<file path="config.mk">
export PLATFORM = sky130hd
export DESIGN_NAME = instr_mem_flat
export DESIGN_NICKNAME = d
export VERILOG_FILES = /design/src/rtl/instr_mem_pkg.sv /design/src/rtl/instr_mem_if.sv /design/src/rtl/instr_mem_array.sv /design/src/rtl/instr_mem.sv /design/src/flat_wrapper.sv
export SDC_FILE = /design/constraint.sdc
export NUM_CORES = 1
export LEC_CHECK = 0
export CAP_MARGIN = 20
export CORE_MARGIN = 2
export CORE_UTILIZATION = 29
export CTS_BUF_LIST = sky130_fd_sc_hd__clkbuf_4 sky130_fd_sc_hd__clkbuf_8
export CTS_CLUSTER_DIAMETER = 100
export DETAILED_ROUTE_END_ITERATION = 7
export PLACE_DENSITY = 0.52
export SLEW_MARGIN = 20
export SYNTH_ARGS = -nofsm -noshare
export SYNTH_HDL_FRONTEND = slang
export SYNTH_HIERARCHICAL = 1
export SYNTH_SLANG_ARGS = --single-unit
</file>
<file path="constraint.sdc">
create_clock -name clk -period 7.1 [get_ports clk]
set_clock_uncertainty 0.2 [all_clocks]
set_input_delay 1.42 -clock clk [delete_from_list [all_inputs] [get_ports clk]]
set_output_delay 1.42 -clock clk [all_outputs]
set_load 0.02 [all_outputs]
</file>
<file path="src/rtl/instr_mem_pkg.sv">
// instr_mem_pkg: shared instruction-set constants for the fetch path.
//   INSTRUCTION_WIDTH       - instruction word width
//   OP_* / R*               - opcode and register field codes
//   asm()                   - packs {opcode, register} into one instruction word
//   INSTR_MEM_ADDR_WIDTH    - default instruction memory address width
//   INSTR_MEM_DEPTH         - default number of implemented instruction words
package instr_mem_pkg;

    localparam int unsigned INSTRUCTION_WIDTH = 8;
    localparam int unsigned OP_WIDTH          = 5;
    localparam int unsigned REG_WIDTH         = 3;

    localparam logic [OP_WIDTH-1:0] OP_NOP = 5'h10;
    localparam logic [OP_WIDTH-1:0] OP_ADD = 5'h01;

    localparam logic [REG_WIDTH-1:0] R0 = 3'd0;
    localparam logic [REG_WIDTH-1:0] R3 = 3'd3;

    localparam int unsigned INSTR_MEM_ADDR_WIDTH = 5;
    localparam int unsigned INSTR_MEM_DEPTH      = 32;

    function automatic logic [INSTRUCTION_WIDTH-1:0] asm(input logic [OP_WIDTH-1:0]  op,
                                                         input logic [REG_WIDTH-1:0] rd);
        return {op, rd};
    endfunction

endpackage

</file>
<file path="src/rtl/instr_mem_if.sv">
// instr_mem_if: fetch and program-load bus of the instruction memory.
//   master (fetch stage / loader): drives fetch_req, fetch_addr, fetch_stall, wr_en, wr_addr,
//                                  wr_data; receives ready, fetch_data, fetch_valid, fetch_oob
//   slave  (instr_mem):            the reverse
// With INSTR_MEM_PARITY_EN defined the bus also carries fetch_perr (slave -> master).
interface instr_mem_if #(
    parameter int unsigned INSTR_WIDTH = 8,
    parameter int unsigned ADDR_WIDTH  = 5
);
    logic                   ready;
    logic                   fetch_req;
    logic [ADDR_WIDTH-1:0]  fetch_addr;
    logic                   fetch_stall;
    logic [INSTR_WIDTH-1:0] fetch_data;
    logic                   fetch_valid;
    logic                   fetch_oob;
    logic                   wr_en;
    logic [ADDR_WIDTH-1:0]  wr_addr;
    logic [INSTR_WIDTH-1:0] wr_data;
`ifdef INSTR_MEM_PARITY_EN
    logic                   fetch_perr;

    modport master (
        input  ready, fetch_data, fetch_valid, fetch_oob, fetch_perr,
        output fetch_req, fetch_addr, fetch_stall, wr_en, wr_addr, wr_data
    );
    modport slave (
        output ready, fetch_data, fetch_valid, fetch_oob, fetch_perr,
        input  fetch_req, fetch_addr, fetch_stall, wr_en, wr_addr, wr_data
    );
`else
    modport master (
        input  ready, fetch_data, fetch_valid, fetch_oob,
        output fetch_req, fetch_addr, fetch_stall, wr_en, wr_addr, wr_data
    );
    modport slave (
        output ready, fetch_data, fetch_valid, fetch_oob,
        input  fetch_req, fetch_addr, fetch_stall, wr_en, wr_addr, wr_data
    );
`endif
endinterface

</file>
<file path="src/rtl/instr_mem_array.sv">
// instr_mem_array: synchronous single-write, single-read RAM, read-before-write.
//   clk   - clock
//   we    - write enable; waddr/wdata write on the rising edge
//   re    - read enable; rdata <= mem[raddr] on the rising edge, held while re is low
//   rdata - registered read data (old word on a same-address read/write)
// Callers must keep waddr/raddr below DEPTH whenever we/re are high.
module instr_mem_array #(
    parameter int unsigned WIDTH      = 8,
    parameter int unsigned DEPTH      = 32,
    parameter int unsigned ADDR_WIDTH = 5
) (
    input  logic                  clk,
    input  logic                  we,
    input  logic [ADDR_WIDTH-1:0] waddr,
    input  logic [WIDTH-1:0]      wdata,
    input  logic                  re,
    input  logic [ADDR_WIDTH-1:0] raddr,
    output logic [WIDTH-1:0]      rdata
);
    logic [WIDTH-1:0] mem [DEPTH];

    always_ff @(posedge clk) begin
        if (we) begin
            mem[waddr] <= wdata;
        end
        if (re) begin
            rdata <= mem[raddr];
        end
    end
endmodule

</file>
<file path="src/rtl/instr_mem.sv">
// instr_mem: parametrised instruction memory with a registered, stallable fetch port and a
// runtime program-load write port. After reset a clear sequencer fills every word with NOP_WORD
// (DEPTH cycles); ready rises once that completes.
//   clk, rst_n - clock, asynchronous active-low reset
//   bus        - instr_mem_if.slave: ready, fetch_req/addr/stall -> fetch_data/valid/oob,
//                wr_en/addr/data
// Optional macro INSTR_MEM_PARITY_EN: stores an even-parity bit per word and reports a mismatch
// on fetch_perr alongside fetch_data.
module instr_mem
    import instr_mem_pkg::*;
#(
    parameter int unsigned            INSTR_WIDTH = INSTRUCTION_WIDTH,
    parameter int unsigned            ADDR_WIDTH  = INSTR_MEM_ADDR_WIDTH,
    parameter int unsigned            DEPTH       = INSTR_MEM_DEPTH,
    parameter logic [INSTR_WIDTH-1:0] NOP_WORD    = asm(OP_NOP, R0)
) (
    input logic       clk,
    input logic       rst_n,
    instr_mem_if.slave bus
);
`ifdef INSTR_MEM_PARITY_EN
    localparam int unsigned WORD_WIDTH = INSTR_WIDTH + 1;
`else
    localparam int unsigned WORD_WIDTH = INSTR_WIDTH;
`endif
    localparam int unsigned            LAST      = DEPTH - 1;
    localparam logic [ADDR_WIDTH-1:0]  LAST_ADDR = LAST[ADDR_WIDTH-1:0];
    // One extra bit so DEPTH == 2**ADDR_WIDTH is representable.
    localparam logic [ADDR_WIDTH:0]    DEPTH_X   = DEPTH[ADDR_WIDTH:0];

    typedef enum logic {StClear = 1'b0, StRun = 1'b1} state_e;

    function automatic logic [WORD_WIDTH-1:0] encode(input logic [INSTR_WIDTH-1:0] d);
`ifdef INSTR_MEM_PARITY_EN
        return {^d, d};
`else
        return d;
`endif
    endfunction

    state_e                 state_q, state_d;
    logic [ADDR_WIDTH-1:0]  clr_cnt_q, clr_cnt_d;
    logic                   valid_q, valid_d;
    logic                   oob_q, oob_d;
    // Forces fetch_data to NOP_WORD after reset and after an out-of-range fetch, since the
    // RAM read register has no reset and is not loaded for out-of-range addresses.
    logic                   nop_sel_q, nop_sel_d;

    logic                   mem_we;
    logic [ADDR_WIDTH-1:0]  mem_waddr;
    logic [WORD_WIDTH-1:0]  mem_wdata;
    logic                   mem_re;
    logic [WORD_WIDTH-1:0]  rdata;

    logic ready;
    logic accept;
    logic fetch_in_range;
    logic wr_in_range;

    assign ready          = (state_q == StRun);
    assign fetch_in_range = ({1'b0, bus.fetch_addr} < DEPTH_X);
    assign wr_in_range    = ({1'b0, bus.wr_addr} < DEPTH_X);
    assign accept         = ready & bus.fetch_req & ~bus.fetch_stall;
    assign mem_re         = accept & fetch_in_range;

    always_ff @(posedge clk or negedge rst_n) begin
        if (!rst_n) begin
            state_q   <= StClear;
            clr_cnt_q <= '0;
            valid_q   <= 1'b0;
            oob_q     <= 1'b0;
            nop_sel_q <= 1'b1;
        end else begin
            state_q   <= state_d;
            clr_cnt_q <= clr_cnt_d;
            valid_q   <= valid_d;
            oob_q     <= oob_d;
            nop_sel_q <= nop_sel_d;
        end
    end

    // Clear sequencer and write-port steering.
    always_comb begin
        state_d   = state_q;
        clr_cnt_d = clr_cnt_q;
        mem_we    = 1'b0;
        mem_waddr = bus.wr_addr;
        mem_wdata = encode(bus.wr_data);
        unique case (state_q)
            StClear: begin
                mem_we    = 1'b1;
                mem_waddr = clr_cnt_q;
                mem_wdata = encode(NOP_WORD);
                clr_cnt_d = clr_cnt_q + 1'b1;
                if (clr_cnt_q == LAST_ADDR) begin
                    state_d   = StRun;
                    clr_cnt_d = '0;
                end
            end
            StRun: begin
                mem_we = bus.wr_en & wr_in_range;
            end
            default: begin
                state_d = StClear;
            end
        endcase
    end

    // Fetch register: everything holds while stalled.
    always_comb begin
        valid_d   = valid_q;
        oob_d     = oob_q;
        nop_sel_d = nop_sel_q;
        if (!bus.fetch_stall) begin
            valid_d = accept;
            if (accept) begin
                oob_d     = ~fetch_in_range;
                nop_sel_d = ~fetch_in_range;
            end
        end
    end

    instr_mem_array #(
        .WIDTH      (WORD_WIDTH),
        .DEPTH      (DEPTH),
        .ADDR_WIDTH (ADDR_WIDTH)
    ) u_array (
        .clk   (clk),
        .we    (mem_we),
        .waddr (mem_waddr),
        .wdata (mem_wdata),
        .re    (mem_re),
        .raddr (bus.fetch_addr),
        .rdata (rdata)
    );

    assign bus.ready       = ready;
    assign bus.fetch_valid = valid_q;
    assign bus.fetch_oob   = oob_q;
    assign bus.fetch_data  = nop_sel_q ? NOP_WORD : rdata[INSTR_WIDTH-1:0];
`ifdef INSTR_MEM_PARITY_EN
    // Stored word includes its parity bit, so a clean word XORs to zero.
    assign bus.fetch_perr  = ~nop_sel_q & (^rdata);
`endif
endmodule

</file>
<file path="src/flat_wrapper.sv">
// flat-port wrapper written by rule: the top's interface ports become plain ports
module instr_mem_flat import instr_mem_pkg::*;
#(
    parameter int unsigned            INSTR_WIDTH = INSTRUCTION_WIDTH,
    parameter int unsigned            ADDR_WIDTH  = INSTR_MEM_ADDR_WIDTH,
    parameter int unsigned            DEPTH       = INSTR_MEM_DEPTH,
    parameter logic [INSTR_WIDTH-1:0] NOP_WORD    = asm(OP_NOP, R0)
)
  (clk, rst_n, bus_ready, bus_fetch_data, bus_fetch_valid, bus_fetch_oob, bus_fetch_req, bus_fetch_addr, bus_fetch_stall, bus_wr_en, bus_wr_addr, bus_wr_data);
  instr_mem_if #(.INSTR_WIDTH(INSTR_WIDTH), .ADDR_WIDTH(ADDR_WIDTH)) bus_i ();
  input logic clk;
  input logic rst_n;
  output wire logic [$bits(bus_i.ready)-1:0] bus_ready;
  output wire logic [$bits(bus_i.fetch_data)-1:0] bus_fetch_data;
  output wire logic [$bits(bus_i.fetch_valid)-1:0] bus_fetch_valid;
  output wire logic [$bits(bus_i.fetch_oob)-1:0] bus_fetch_oob;
  input wire logic [$bits(bus_i.fetch_req)-1:0] bus_fetch_req;
  input wire logic [$bits(bus_i.fetch_addr)-1:0] bus_fetch_addr;
  input wire logic [$bits(bus_i.fetch_stall)-1:0] bus_fetch_stall;
  input wire logic [$bits(bus_i.wr_en)-1:0] bus_wr_en;
  input wire logic [$bits(bus_i.wr_addr)-1:0] bus_wr_addr;
  input wire logic [$bits(bus_i.wr_data)-1:0] bus_wr_data;
  assign bus_ready = bus_i.ready;
  assign bus_fetch_data = bus_i.fetch_data;
  assign bus_fetch_valid = bus_i.fetch_valid;
  assign bus_fetch_oob = bus_i.fetch_oob;
  assign bus_i.fetch_req = bus_fetch_req;
  assign bus_i.fetch_addr = bus_fetch_addr;
  assign bus_i.fetch_stall = bus_fetch_stall;
  assign bus_i.wr_en = bus_wr_en;
  assign bus_i.wr_addr = bus_wr_addr;
  assign bus_i.wr_data = bus_wr_data;
  instr_mem #(.INSTR_WIDTH(INSTR_WIDTH), .ADDR_WIDTH(ADDR_WIDTH), .DEPTH(DEPTH), .NOP_WORD(NOP_WORD)) u_core (.clk(clk), .rst_n(rst_n), .bus(bus_i));
endmodule
</file>
After elaboration in Yosys (flattened, before gate mapping)

Memories as Yosys holds them, arrays and structs flattened. A register that Yosys moved wholly into a read port is not among the register bits.
Cells that the tools add are included.

Bits in writable memories: 256
Word-level logic and storage cells: 21
Memories kept: 1
Register bits after elaboration: 8
Input bits: 23
Output and inout port bits: 11

Memory list:

| memory             | words | width | rd ports | clocked after memory_dff | wr ports | line                  | text |
|---|---|---|---|---|---|---|---|
| u_core.u_array.mem | 32    | 8     | 1        | 1                        | 1        | instr_mem_array.sv:20 | `logic [WIDTH-1:0] mem [DEPTH];` |

Add/subtract/negate cells: 1
Reduce and logical (&&, ||, !) cells: 1
Bitwise logic cells: 4
Eq/ne operators: 1
Muxes and demuxes: 9

Operators with widths:

| operator                                                       | count |
|---|---|
| 8-bit two-way mux                                              | 2 |
| 5-bit two-way mux                                              | 2 |
| 5-bit by 1-bit adder with 5-bit output (second input constant) | 1 |
| 5-bit equality test (second input constant)                    | 1 |
| 1-bit two-way mux                                              | 4 |
| 1-bit AND                                                      | 2 |
| 1-bit NOT                                                      | 2 |
| 1-bit one-hot mux with 2 select lines                          | 1 |
| 2-bit AND reduction                                            | 1 |

Logic depth before layout (Yosys ltp)

Word-level depth: 4
Depth in mapped cells: 6
Depth with buffers taken out: 6

Modules after synthesis

Netlist, hierarchy kept.

By module, submodules not included:

| module          | sequential area each (µm²) | area an instance (µm²) | times used | cells an instance |
|---|---|---|---|---|
| instr_mem_array | 7,927.6                    | 10,133.5               | 1          | 417 |
| instr_mem       | 201.4                      | 536.8                  | 1          | 56 |

Worst setup path after synthesis

No wires, ideal clock.

Path kind: input to register
Start: input port bus_fetch_addr[2]
End: register u_core.u_array.rdata[0] (read register of u_core.u_array.mem) (data pin)
Setup time: 0.260 ns
Buffers on the path: 2
Slack: 3.538 ns
Cell stages on the path: 5
Data arrival time: 3.102 ns
Data required time: 6.640 ns
Cells stage by stage: clkbuf_1 > clkbuf_1 > mux4_2 > mux4_2 > mux2_2

RTL lines:

| element     | line                  | text |
|---|---|---|
| from (decl) | flat_wrapper.sv:18    | `input wire logic [$bits(bus_i.fetch_addr)-1:0] bus_fetch_addr;` |
| to (decl)   | instr_mem_array.sv:18 | `output logic [WIDTH-1:0] rdata` |

==> results_dict.tcl <==
set metrics [dict create \
    first_global_vias 5168 \
    relSlewSlack_pct 37.4 \
    cp-end-kind "flip-flop" \
    fin_tns_setup_ns 0 \
    grt_max_degree 47 \
    crit_arrival_ns 4.01 \
    n_antenna_cell 0 \
    setup_viol 0 \
    die_w_um 196 \
    antenna_found_initial 0 \
    seqCellArea_sq_um 8130 \
    syn_area_sq_um 10700 \
    rows 70 \
    yosysSeqAreaShare_pct 76.2 \
    synth-edff-count 264 \
    ant_nets 0 \
    slew_violations 0 \
    yosysMostFrequentCell "edfxtp_1" \
    grt_usage_pct 12.3 \
    p_int_mw 2.51 \
    die-area_sq_um 38300 \
    period_minus_slack_ns 3.91 \
    drt-wirelength-per-cell_um 22.3 \
    nNetsFinal 563 \
    clk_pin_slew_ns 0.06 \
    postSynthAreaPerCell_sq_um 22.6 \
    synth_top_cells_by_count "264 x edfxtp_1, 80 x mux4_2, 34 x nor2_1" \
    hold_buffers 0 \
    final_area_sq_um 12300 \
    hp-class "flip-flop to flip-flop" \
    power_density_nw_per_um2 259 \
    fillers 3428 \
    p_sw_uw 682 \
    p_sw_share_pct 21.4 \
    worst_skew_pair.late_latency_ns 0.53 \
    yosys.cell_types.count 31 \
    cts.sinks 272 \
    yosys_warnings 6 \
    rsz0062_at_grt "false" \
    drive_above_1_share_pct 29.4 \
    grt_overflow 0 \
    max_cap_violations 0 \
    dr.pass1.iters 4 \
    start_kind "input pin" \
    seqPwrFrac_pct 55.5 \
    power_mw 3.19 \
    post_cts_buffers 0 \
    wl_mm 23.1 \
    synth-async-reset-ratio_pct 2.94 \
    portBuffers 32 \
    place_congestion 0.758 \
    cts_tree "yes" \
    synth-main-ff-cell "edfxtp_1" \
    areaGrowthSynthToFinish_pct 15.6 \
    required_ns 7.20 \
    final_hold_viol_count 0 \
    cts_resized 0 \
    drt_iter0_markers 420 \
    yosys.area.top_type "edfxtp_1" \
    min_period_over_period_pct 55.1 \
    start_util_pct 29.3 \
    num_vias 4866 \
    comb_power_share_pct 5.3 \
    coreArea_sq_um 36400 \
    worstSetupPathType "input pin to flip-flop" \
    ir_drop_mv 0.118 \
    die_h_um 196 \
    drc 0 \
    p_leak_nw 3.83 \
    syn_nets 498 \
    hpwl_mm 14.6 \
    status "finished, final reports clean" \
    multi_input_area_sq_um 2410 \
    postPlaceCellArea_sq_um 11500 \
    p_clk_share_pct 39.2 \
    cts_made_buffers 44 \
    worst_slew_pin_slew_ns 0.939 \
    synth_top_area_share_pct 74.3 \
    path_max_fanout 46 \
    fmax_ghz 0.256 \
    cts_root_buf "clkbuf_8" \
    htreeDepth 2 \
    synth-seq-cells 272 \
    grt_pass1_wl_mm 34.4 \
    io_pins 34 \
    viasPerCell 4.68 \
    cts_buffer_depth 3 \
    synthCells 473 \
    synthTopCellsByArea "edfxtp_1 74%, mux4_2 17%, dfrtp_1 1.6%, nor2_1 1.2%, mux2_2 0.84%" \
]
[sequential cells by signal, indices dropped and copies added, names as in the netlist]
name and count:
u_core/nop_sel_q 1, u_core/clr_cnt_q 5, u_core/u_array/rdata 8, u_core/bus.fetch_valid 1, u_core/bus.ready 1, u_core/u_array/mem 256
[worst max-delay path, stage by stage]
cell	delay, ns
buf_4	0.70
buf_4	0.49
mux4_2	0.56
mux4_2	0.51
mux2_2	0.29
[metal layers]
metal | vias to the layer above | part of all wire (%) | GRT usage (%)
met5 | - | 0 | 0
met4 | 0 | 2.1 | 3.79
met3 | 36 | 4.1 | 2.27
met2 | 123 | 45 | 18.6
met1 | 2600 | 49 | 18.2
li1 | 2107 | - | -
[final timing paths]
kind,startpoint,endpoint,slack (ns),cells past startpoint
worst max register to register,u_core/bus.ready,u_core/u_array/mem[4][4],3.93,3
worst max-delay path,bus_fetch_addr[0],u_core/u_array/rdata[0],3.19,5
worst min register to register,u_core/bus.fetch_valid,u_core/bus.fetch_valid,0.29,2
min in group asynchronous,rst_n,u_core/clr_cnt_q[0],0.97,1
worst min-delay path,u_core/bus.fetch_valid,u_core/bus.fetch_valid,0.29,2
max in group asynchronous,rst_n,u_core/nop_sel_q,5.41,1
[stage by stage]
step	cells	hold slack, ns	util (%)	setup slack (ns)
2_1_floorplan	473	0.268	-	3.54
3_3_place_gp	960	0.278	31.6	2.52
3_5_place_dp	960	0.278	31.6	2.51
4_1_cts	1039	0.301	33.8	3.10
5_1_grt	1039	0.329	33.8	2.97
6_report	1039	0.293	33.8	3.19
[layout by cell type, fill, tap and decap left out, types with 8 or more instances in the layout]
cell / synthesis / final
mux2_2: 8 / 8
clkbuf_8: 0 / 44
nor2_1: 34 / 34
clkdlybuf4s50_1: 0 / 30
clkinv_1: 0 / 18
edfxtp_1: 264 / 264
mux4_2: 80 / 80
buf_4: 8 / 11
clkbuf_4: 0 / 10
[cell families after synthesis]
kind of cell / synth area share [%]
AO/OA/AOI/OAI: 0.387
flip-flops: 76.2
other: 0.0351
AND/OR/NAND/NOR: 3.47
multiplexers: 18.5
buffers and inverters: 1.22
adder cells (fa/ha/maj): 0.234
[power groups by stage]
stage	Combinational (mW)	Clock [mW]	Sequential (mW)
after CTS	0.172	1.29	1.77
final	0.169	1.25	1.77
after global placement	0.168	0	1.81
after detailed placement	0.171	0	1.81
after global routing	0.181	1.36	1.77
after floorplan	0.106	0	1.80
[layout make-up]
| type | instances | area share [%] |
|---|---|---|
| flip-flops and latches | 272 | 65.9 |
| multi-input cells | 177 | 19.6 |
| clock buffers | 54 | 5.52 |
| well taps | 468 | 4.75 |
| clock inverters | 25 | 1.09 |
| repair buffers | 42 | 3.14 |
| inverters | 1 | 0.0304 |
No activity file was read; power rests on OpenSTA's default activity.
